$ cat config.mk
export PLATFORM = sky130hd
export DESIGN_NAME = rotor_stepper
export DESIGN_NICKNAME = d
export VERILOG_FILES = /design/src/rtl/enigma_pkg.sv /design/src/rtl/rotor_counter.sv /design/src/rtl/rotor_stepper.sv
export SDC_FILE = /design/constraint.sdc
export NUM_CORES = 1
export LEC_CHECK = 0
export ABC_AREA = 1
export BUFFER_PORTS_ARGS = -buffer_cell sky130_fd_sc_hd__clkbuf_2
export CAP_MARGIN = 10
export CORE_MARGIN = 5
export CORE_UTILIZATION = 56
export CTS_CLUSTER_DIAMETER = 100
export DETAILED_ROUTE_END_ITERATION = 8
export HOLD_SLACK_MARGIN = 0.12
export PLACE_DENSITY_LB_ADDON = 0.08
export SETUP_SLACK_MARGIN = 0.02
export SLEW_MARGIN = 25
export SYNTH_ARGS = -nofsm -noshare
export SYNTH_HDL_FRONTEND = slang
export SYNTH_HIERARCHICAL = 1
export SYNTH_SLANG_ARGS = --single-unit
$ cat constraint.sdc
create_clock -name clk -period 3 [get_ports clk]
set_input_delay 0.15 -clock clk [delete_from_list [all_inputs] [get_ports clk]]
set_output_delay 0.15 -clock clk [all_outputs]
set_load 0.05 [all_outputs]
$ cat src/rtl/enigma_pkg.sv
// Shared Enigma letter encoding, rotor stepper FSM states and mod-26 helpers.
package enigma_pkg;

    localparam int ALPHA_SIZE = 26;
    localparam int LETTER_W   = 6;

    typedef logic [LETTER_W-1:0] letter_t;

    typedef enum logic [1:0] {
        IDLE = 2'd0,
        STEP = 2'd1,
        OUT  = 2'd2
    } state_e;

    localparam letter_t L_A = 6'd0;
    localparam letter_t L_E = 6'd4;
    localparam letter_t L_V = 6'd21;
    localparam letter_t L_Z = 6'd25;

    function automatic logic is_letter(letter_t v);
        return v <= L_Z;
    endfunction

    function automatic letter_t next_letter(letter_t v);
        return (v == L_Z) ? L_A : v + 6'd1;
    endfunction

endpackage

$ cat src/rtl/rotor_counter.sv
// One rotor position: mod-26 counter with guarded parallel load and step enable.
module rotor_counter
    import enigma_pkg::*;
#(
    parameter logic [LETTER_W-1:0] INIT = L_A
) (
    input  logic                clk,
    input  logic                rst,
    input  logic                load,
    input  logic [LETTER_W-1:0] load_val,
    input  logic                step,
    output logic [LETTER_W-1:0] pos,
    output logic                load_bad
);

    // Out-of-range load values leave the rotor where it is.
    assign load_bad = load && !is_letter(load_val);

    always_ff @(posedge clk) begin
        if (rst)
            pos <= INIT;
        else if (load && is_letter(load_val))
            pos <= load_val;
        else if (step)
            pos <= next_letter(pos);
    end

endmodule

$ cat src/rtl/rotor_stepper.sv
// Steps three Enigma rotors once per accepted key (with middle-rotor double-step)
// and hands the key downstream once the positions reflect the step.
module rotor_stepper
    import enigma_pkg::*;
#(
    parameter logic [LETTER_W-1:0] NOTCH0 = 6'd21,
    parameter logic [LETTER_W-1:0] NOTCH1 = 6'd4,
    parameter logic [LETTER_W-1:0] INIT0  = 6'd0,
    parameter logic [LETTER_W-1:0] INIT1  = 6'd0,
    parameter logic [LETTER_W-1:0] INIT2  = 6'd0
) (
    input  logic                clk,
    input  logic                rst,
    input  logic                key_valid,
    output logic                key_ready,
    input  logic [LETTER_W-1:0] key_in,
    input  logic                load,
    input  logic [LETTER_W-1:0] load_r0,
    input  logic [LETTER_W-1:0] load_r1,
    input  logic [LETTER_W-1:0] load_r2,
    output logic                load_err,
    output logic [LETTER_W-1:0] r0_pos,
    output logic [LETTER_W-1:0] r1_pos,
    output logic [LETTER_W-1:0] r2_pos,
    output logic                out_valid,
    input  logic                out_ready,
    output logic [LETTER_W-1:0] out_letter
);

    localparam int NUM_ROTORS = 3;
    localparam logic [NUM_ROTORS-1:0][LETTER_W-1:0] INIT_POS = {INIT2, INIT1, INIT0};

    state_e                               state;
    logic                                 load_acc;
    logic [NUM_ROTORS-1:0][LETTER_W-1:0]  load_val;
    logic [NUM_ROTORS-1:0][LETTER_W-1:0]  pos;
    logic [NUM_ROTORS-1:0]                step_en;
    logic [NUM_ROTORS-1:0]                bad;

    assign load_acc = (state == IDLE) && load;
    assign load_val = {load_r2, load_r1, load_r0};
    assign key_ready = (state == IDLE) && !load;

    // Pre-step positions decide all three enables; r1 == NOTCH1 drives the double-step.
    assign step_en[0] = (state == STEP);
    assign step_en[1] = (state == STEP) && ((pos[0] == NOTCH0) || (pos[1] == NOTCH1));
    assign step_en[2] = (state == STEP) && (pos[1] == NOTCH1);

    for (genvar i = 0; i < NUM_ROTORS; i++) begin : g_rotor
        rotor_counter #(.INIT(INIT_POS[i])) u_rc (
            .clk      (clk),
            .rst      (rst),
            .load     (load_acc),
            .load_val (load_val[i]),
            .step     (step_en[i]),
            .pos      (pos[i]),
            .load_bad (bad[i])
        );
    end

    assign r0_pos = pos[0];
    assign r1_pos = pos[1];
    assign r2_pos = pos[2];

    always_ff @(posedge clk) begin
        if (rst) begin
            state      <= IDLE;
            out_valid  <= 1'b0;
            out_letter <= L_A;
            load_err   <= 1'b0;
        end else begin
            load_err <= 1'b0;
            case (state)
                IDLE: begin
                    if (load)
                        load_err <= |bad;
                    else if (key_valid && is_letter(key_in)) begin
                        out_letter <= key_in;
                        state      <= STEP;
                    end
                end
                STEP: begin
                    state     <= OUT;
                    out_valid <= 1'b1;
                end
                OUT: begin
                    if (out_ready) begin
                        state     <= IDLE;
                        out_valid <= 1'b0;
                    end
                end
                default: begin
                    state     <= IDLE;
                    out_valid <= 1'b0;
                end
            endcase
        end
    end

endmodule

==> flow_summary.toml, run 1 <==
[run_status]
run_status = "finished, final reports clean"

[drt]
drt-wirelength-per-cell_um = 10.84
wl_um = 4466
drtPass1Iterations = 4
route.detailed.drc = 0
vias_per_std_cell = 4.774
drt_iter0_markers = 110
via_count = 1967
route.antenna.remaining_nets = 0

[clock_tree]
cts.path.max_buffers = 2
cts-root-buf = "sky130_fd_sc_hd__clkbuf_4"
clock_tree.htree_level_count = 1
worst_skew_pair.late_latency_ns = 0.33
clkTransAtPathRegs_ns = 0.16
cts_tree = "built"
clock-sinks = 28
number_of_buffers_created_by_cts = 3
post_cts_resized = 0

[power_and_ir_drop]
lkg_pwr_nw = 1.225
peakVddDrop_v = 0.0002429
power_density_nw_per_um2 = 359.6

[finish]
seqCellArea_um2 = 560.5
antenna-diode-count = 0
areaGrowthSynthToFinish_pct = 24.54
nNetsFinal = 402
fill_cells = 316
drive_above_1_share_pct = 24.32
multiInputGateArea_um2 = 1110

[run]
max_capacitance_violation_count = 0

[synthesis]
synth_flop_cell = "sky130_fd_sc_hd__dfxtp_1"
ys_seq_area_share_pct = 29.17
synthDistinctLibCells = 23
synth_edf_count = 0
synth.net_count = 333
avgSynthCellArea_um2 = 6.449
syn-cell-area_um2 = 1922
yosys_warnings = 6
synth-adder-area-share_pct = 3.906
dominant_combinational_cell_family_by_area_after_synthesis = "simple AND/OR/NAND/NOR gates"
post_synth_and_or_nand_nor_area_fraction_pct = 44.79
post_synth_mux_area_share_pct = 0
async_set_or_reset_flop_fraction_in_the_synthesized_netlist_pct = 0
syn_inst = 298
synth_compound_area_share_pct = 4.948
area_share_of_xor_xnor_cells_in_the_synthesized_design_pct = 4.102
ys_seq_elements = 28

[min_path]
timing.hold.worst_endpoint = "g_rotor[2].u_rc/pos[1]$_SDFFE_PP0P_"
hp-class = "input port to flip-flop"
min_path_cells = 5
worst_hold_startpoint = "load_r2[1]"

[global_routing]
via_count_of_the_first_global_routing_pass = 1822
grt_overflow = 0
antenna_found_initial = 0
track_usage_pct = 21.02
grt_first_pass_wirelength_um = 7700
grt_max_degree = 18

[timing]
max-slew-margin-rel_pct = 69.06
maximum_clock_rate_ghz = 0.4936
timing.final.crit_share_pct = 67.53
layout_min_cycle_time_ns = 2.026
finalHoldViolations = 0
hold-worst-slack_ns = 0.1295
final-setup-viol-count = 0
worst_slew_pin_slew_ns = 0.4623
final.setup_skew_ns = 0.003222
final_max_slew_viol_count = 0
setup_total_negative_slack_ns = 0
grt_setup_unrepaired = "no"

[worst_setup_path]
worst_setup_path_end_kind = "flip-flop"
timing.setup.critical_path_class = "flip-flop to flip-flop"
timing.reg2reg.worst_path_depth = 10
worst_r2r_endpoint = "g_rotor[1].u_rc/pos[0]$_SDFFE_PP0P_"
regToRegStartpoint = "state[0]$_SDFFE_PP0P_"
worst_ep_required_time_ns = 3.30
worst_setup_path_start_kind = "flip-flop"
timing.critical_path.cells = "inv_1 > nor2_1 > nand3b_1 > o22ai_1 > inv_1 > nor2_1 > nand3_1 > nand3_1 > nand2_1 > inv_1"
crit_path_max_incr_delay_ns = 0.38
crit_top_cell = "sky130_fd_sc_hd__inv_1"
crit_slowest_cell = "sky130_fd_sc_hd__dfxtp_1"
critical_path_peak_fanout = 8
worst-r2r-setup-slack_ns = 0.97
worst_ep_arrival_time_ns = 2.32

[floorplanning]
floorplan.core_area_um2 = 3337
die-area_um2 = 4703
starting_utilization_of_the_core_area_pct = 57.59
io_pins = 56
floorplan.rows = 21
die_width_um = 68.58
dieHeight_um = 68.58

[placement]
place.port_buffers = 55
gpl.final_weighted_congestion = 0.8125
total_half_perimeter_wirelength_after_legalization_and_detailed_placement_um = 3350
cell families (layout without fill, tap and decap cells):
group           Yosys count  count (layout)
fa+ha+maj                 6               6
buf+inv                  61             129
flops                    28              28
simple gates            178             178
xor+xnor                  9               9
compound gates           16              16
cells in the final DEF (no fill, tap or decap), drive strengths merged, types with 2 or more instances in the layout:
| cell type | netlist | layout |
|---|---|---|
| a21oi | 8 | 8 |
| clkbuf | 0 | 58 |
| dfxtp | 28 | 28 |
| dlygate4sd3 | 0 | 12 |
| ha | 6 | 6 |
| inv | 58 | 58 |
| nand2 | 59 | 59 |
| nand3 | 59 | 59 |
| nand3b | 2 | 2 |
| nor2 | 54 | 54 |
| nor3 | 3 | 3 |
| o21ai | 6 | 6 |
| xnor2 | 3 | 3 |
| xor2 | 6 | 6 |
cell type report:
| type | count | area share (%) |
|---|---|---|
| timing repair buffer | 67 | 16.52 |
| sequential | 28 | 23.42 |
| tap | 46 | 2.405 |
| clock inverter | 1 | 1.255 |
| multi-input combinational | 209 | 46.37 |
| inverter | 58 | 9.096 |
| clock buffer | 3 | 0.9409 |
worst max-delay path by stage:
stage / from / to / slack (ns) / cells past startpoint
2_1_floorplan: g_rotor[1].u_rc/pos[2]$_SDFFE_PP0P_ / g_rotor[1].u_rc/pos[0]$_SDFFE_PP0P_ / 1.25 / 8
3_3_place_gp: state[0]$_SDFFE_PP0P_ / g_rotor[1].u_rc/pos[1]$_SDFFE_PP0P_ / 1.09 / 10
3_5_place_dp: state[0]$_SDFFE_PP0P_ / g_rotor[1].u_rc/pos[1]$_SDFFE_PP0P_ / 1.04 / 10
4_1_cts: state[0]$_SDFFE_PP0P_ / g_rotor[1].u_rc/pos[1]$_SDFFE_PP0P_ / 1.00 / 10
5_1_grt: state[0]$_SDFFE_PP0P_ / g_rotor[1].u_rc/pos[1]$_SDFFE_PP0P_ / 0.80 / 10
6_report: state[0]$_SDFFE_PP0P_ / g_rotor[1].u_rc/pos[0]$_SDFFE_PP0P_ / 0.97 / 10
cell usage after synthesis (4+ instances only):
cell | n | area (um2)
sky130_fd_sc_hd__a21oi_1 | 5 | 25.02
sky130_fd_sc_hd__dfxtp_1 | 28 | 560.5
sky130_fd_sc_hd__ha_1 | 6 | 75.07
sky130_fd_sc_hd__inv_1 | 55 | 206.5
sky130_fd_sc_hd__nand2_1 | 56 | 210.2
sky130_fd_sc_hd__nand3_1 | 43 | 215.2
sky130_fd_sc_hd__nand3_2 | 16 | 160.2
sky130_fd_sc_hd__nor2_1 | 49 | 183.9
sky130_fd_sc_hd__nor2_2 | 4 | 25.02
sky130_fd_sc_hd__xor2_1 | 6 | 52.55
critical path, delay by kind of cell (launching register included):
family,cells,cell delay [ns]
buffers and inverters,3,0.35
AO/OA/AOI/OAI,1,0.38
flip-flops,1,0.38
AND/OR/NAND/NOR,6,0.87
routing by layer:
layer  part of all wire (%)  track usage, %  vias to the layer above
met3                    3.7           2.107                        4
met5                      0               0                        -
met4                   0.81           4.963                        0
met2                     48           36.83                       38
met1                     47           27.52                      860
li1                       -               -                     1065
through the flow:
step                      instances  setup WS, ns  power (mW)  util, %  instance area (um2)
after floorplan                 298         1.248      0.5505        -                 1922
after global placement          396         1.092      0.6005    66.55                 2221
after detailed placement        396         1.040      0.6020    66.55                 2221
after CTS                       412         1.004      0.8697    71.73                 2394
after global routing            412        0.8005      0.9097    71.73                 2394
final                           412        0.9740      0.8608    71.73                 2394
where the power goes:
group / switching, mW / internal (mW)
Sequential: 0.0215 / 0.387
Combinational: 0.130 / 0.0675
Clock: 0.119 / 0.135
Total: 0.271 / 0.590
flip-flops by register name, indices dropped and copies added (netlist names):
name / cells
g_rotor.u_rc/pos: 18
load_err: 1
out_letter: 6
out_valid: 1
state: 2
timing repair:
action                                  4_1_cts  5_1_grt
setup buffers                                 0        0
endpoints found under the setup margin        0        0
hold buffers                                 12        0
endpoints found under the hold margin        13        0
No activity file was read; power rests on OpenSTA's default activity.
==> inputs of run 2 (changes only) <==
--- a/config.mk
+++ b/config.mk
@@ -9,7 +9,7 @@
 export BUFFER_PORTS_ARGS = -buffer_cell sky130_fd_sc_hd__clkbuf_2
 export CAP_MARGIN = 10
 export CORE_MARGIN = 5
-export CORE_UTILIZATION = 56
+export CORE_UTILIZATION = 52
 export CTS_CLUSTER_DIAMETER = 100
 export DETAILED_ROUTE_END_ITERATION = 8
 export HOLD_SLACK_MARGIN = 0.12
==> constraint.sdc (replaced) <==
create_clock -name clk -period 2.1 [get_ports clk]
set_input_delay 0.105 -clock clk [delete_from_list [all_inputs] [get_ports clk]]
set_output_delay 0.105 -clock clk [all_outputs]
set_load 0.05 [all_outputs]
==> flow_summary.toml, run 2 (synthesis gave the netlist of run 1 again) <==
[worst_setup_path]
timing.setup.critical_path_class = "flip-flop to flip-flop"
worst_r2r_endpoint = "g_rotor[1].u_rc/pos[4]$_SDFFE_PP0P_"
critical_path_peak_fanout = 12
regToRegStartpoint = "state[1]$_SDFFE_PP0P_"
worst_setup_path_end_kind = "flip-flop"
worst_setup_path_start_kind = "flip-flop"
timing.reg2reg.worst_path_depth = 9
worst_ep_required_time_ns = 2.32
worst_ep_arrival_time_ns = 1.84
worst-r2r-setup-slack_ns = 0.48

[drt]
drt-wirelength-per-cell_um = 10.87
wl_um = 4458
drt_iter0_markers = 83
route.antenna.remaining_nets = 0
route.detailed.drc = 0
vias_per_std_cell = 4.717
drtPass1Iterations = 4
via_count = 1934

[clock_tree]
number_of_buffers_created_by_cts = 3
clock-sinks = 28
clock_tree.htree_level_count = 1
worst_skew_pair.late_latency_ns = 0.28
cts-root-buf = "sky130_fd_sc_hd__clkbuf_8"
clkTransAtPathRegs_ns = 0.11
cts_tree = "built"
cts.path.max_buffers = 2
post_cts_resized = 0

[floorplanning]
floorplan.rows = 22
floorplan.core_area_um2 = 3633
die_width_um = 70.80
starting_utilization_of_the_core_area_pct = 52.89
io_pins = 56
dieHeight_um = 70.80
die-area_um2 = 5012

[timing]
final_max_slew_viol_count = 0
timing.final.crit_share_pct = 77.19
finalHoldViolations = 0
maximum_clock_rate_ghz = 0.6169
final.setup_skew_ns = 0.004699
hold-worst-slack_ns = 0.1228
setup_total_negative_slack_ns = 0
layout_min_cycle_time_ns = 1.621
final-setup-viol-count = 0
worst_slew_pin_slew_ns = 0.4338
max-slew-margin-rel_pct = 71.08
grt_setup_unrepaired = "no"

[finish]
fill_cells = 363
largest_register_ff_count = 18
layout.core_utilization_pct = 65.22
mostFrequentLayoutCells = "sky130_fd_sc_hd__nand2_1 (56), sky130_fd_sc_hd__inv_1 (55), sky130_fd_sc_hd__clkbuf_2 (55)"
antenna-diode-count = 0
layout_commonest_cell = "sky130_fd_sc_hd__nand2_1"
multiInputGateArea_um2 = 1110
reg.largest.list = "g_rotor.u_rc/pos x18, out_letter x6, state x2"
drive_above_1_share_pct = 25.14
register_bank_with_the_most_flops = "g_rotor.u_rc/pos"
areaGrowthSynthToFinish_pct = 23.31
seqCellArea_um2 = 560.5
nNetsFinal = 398

[min_path]
min_path_cells = 5
hp-class = "input port to flip-flop"
worst_hold_startpoint = "load_r2[0]"
timing.hold.worst_endpoint = "g_rotor[2].u_rc/pos[0]$_SDFFE_PP0P_"

[global_routing]
grt_first_pass_wirelength_um = 7583
track_usage_pct = 18.09
grt_overflow = 0
grt_max_degree = 18
antenna_found_initial = 0
via_count_of_the_first_global_routing_pass = 1788

[run_status]
run_status = "finished, final reports clean"

[power_and_ir_drop]
power_density_nw_per_um2 = 547.4
lkg_pwr_nw = 1.218
peakVddDrop_v = 0.0003173

[placement]
total_half_perimeter_wirelength_after_legalization_and_detailed_placement_um = 3403
place.port_buffers = 55
gpl.final_weighted_congestion = 0.8298

[run]
max_capacitance_violation_count = 0
-- run 2: cell types whose count changed in the layout (fill, tap and decap cells not counted), sizes merged --
cell | previous run | this run
buf | 0 | 2
dlygate4sd3 | 12 | 6
-- run 2: worst max-delay path by stage --
stage          slack [ns]                                  end                                start  depth (start not counted)
5_1_grt              0.23  g_rotor[2].u_rc/pos[3]$_SDFFE_PP0P_                state[1]$_SDFFE_PP0P_                          9
3_5_place_dp         0.51  g_rotor[1].u_rc/pos[4]$_SDFFE_PP0P_                state[1]$_SDFFE_PP0P_                          9
2_1_floorplan        0.35  g_rotor[1].u_rc/pos[0]$_SDFFE_PP0P_  g_rotor[1].u_rc/pos[2]$_SDFFE_PP0P_                          8
6_report             0.48  g_rotor[1].u_rc/pos[4]$_SDFFE_PP0P_                state[1]$_SDFFE_PP0P_                          9
4_1_cts              0.47  g_rotor[2].u_rc/pos[3]$_SDFFE_PP0P_                state[1]$_SDFFE_PP0P_                          9
3_3_place_gp         0.51  g_rotor[1].u_rc/pos[1]$_SDFFE_PP0P_                state[0]$_SDFFE_PP0P_                         11
-- run 2: power by group --
group / switching (mW) / total, mW / internal [mW]
sequential: 0.0309 / 0.583 / 0.552
combinational: 0.185 / 0.274 / 0.0895
clock: 0.184 / 0.440 / 0.256
total: 0.400 / 1.30 / 0.897
-- run 2: per-stage QoR --
stage / cell area, um2 / setup slack, ns / total power [mW] / cells
after detailed placement: 2238 / 0.5141 / 0.8610 / 400
after global routing: 2370 / 0.2331 / 1.358 / 410
after floorplan: 1922 / 0.3476 / 0.7864 / 298
after CTS: 2370 / 0.4722 / 1.311 / 410
after global placement: 2238 / 0.5097 / 0.8591 / 400
final: 2370 / 0.4790 / 1.297 / 410
-- run 2: cell type report --
class | instances | area share (%)
Inverter | 58 | 9.187
Tap cell | 48 | 2.534
Sequential cell | 28 | 23.65
Clock buffer | 3 | 1.742
Clock inverter | 1 | 1.267
Timing Repair Buffer | 63 | 14.78
Multi-Input combinational cell | 209 | 46.83
-- run 2: what timing repair did --
| action | 4_1_cts | 5_1_grt |
|---|---|---|
| hold buffers | 6 | 0 |
| buffers inserted | 0 | 0 |
| endpoints found under the hold margin | 7 | 0 |
| endpoints found under the setup margin | 0 | 0 |
-- run 2: worst max-delay path: stages (launching register included) --
cell,delay (ns)
sky130_fd_sc_hd__dfxtp_1,0.36
sky130_fd_sc_hd__nor2_2,0.16
sky130_fd_sc_hd__nand2_1,0.09
sky130_fd_sc_hd__inv_1,0.20
sky130_fd_sc_hd__nand3_2,0.27
sky130_fd_sc_hd__inv_1,0.23
sky130_fd_sc_hd__nand2_1,0.08
sky130_fd_sc_hd__nand2_1,0.07
sky130_fd_sc_hd__nor2_1,0.04
sky130_fd_sc_hd__nor2_1,0.07
-- run 2: routing by layer --
| metal | vias up | part of all wire (%) | track usage [%] |
|---|---|---|---|
| met1 | 844 | 48 | 23.60 |
| li1 | 1052 | - | - |
| met4 | 0 | 0.61 | 4.384 |
| met5 | - | 0 | 0 |
| met3 | 2 | 3.8 | 2.983 |
| met2 | 36 | 48 | 31.10 |
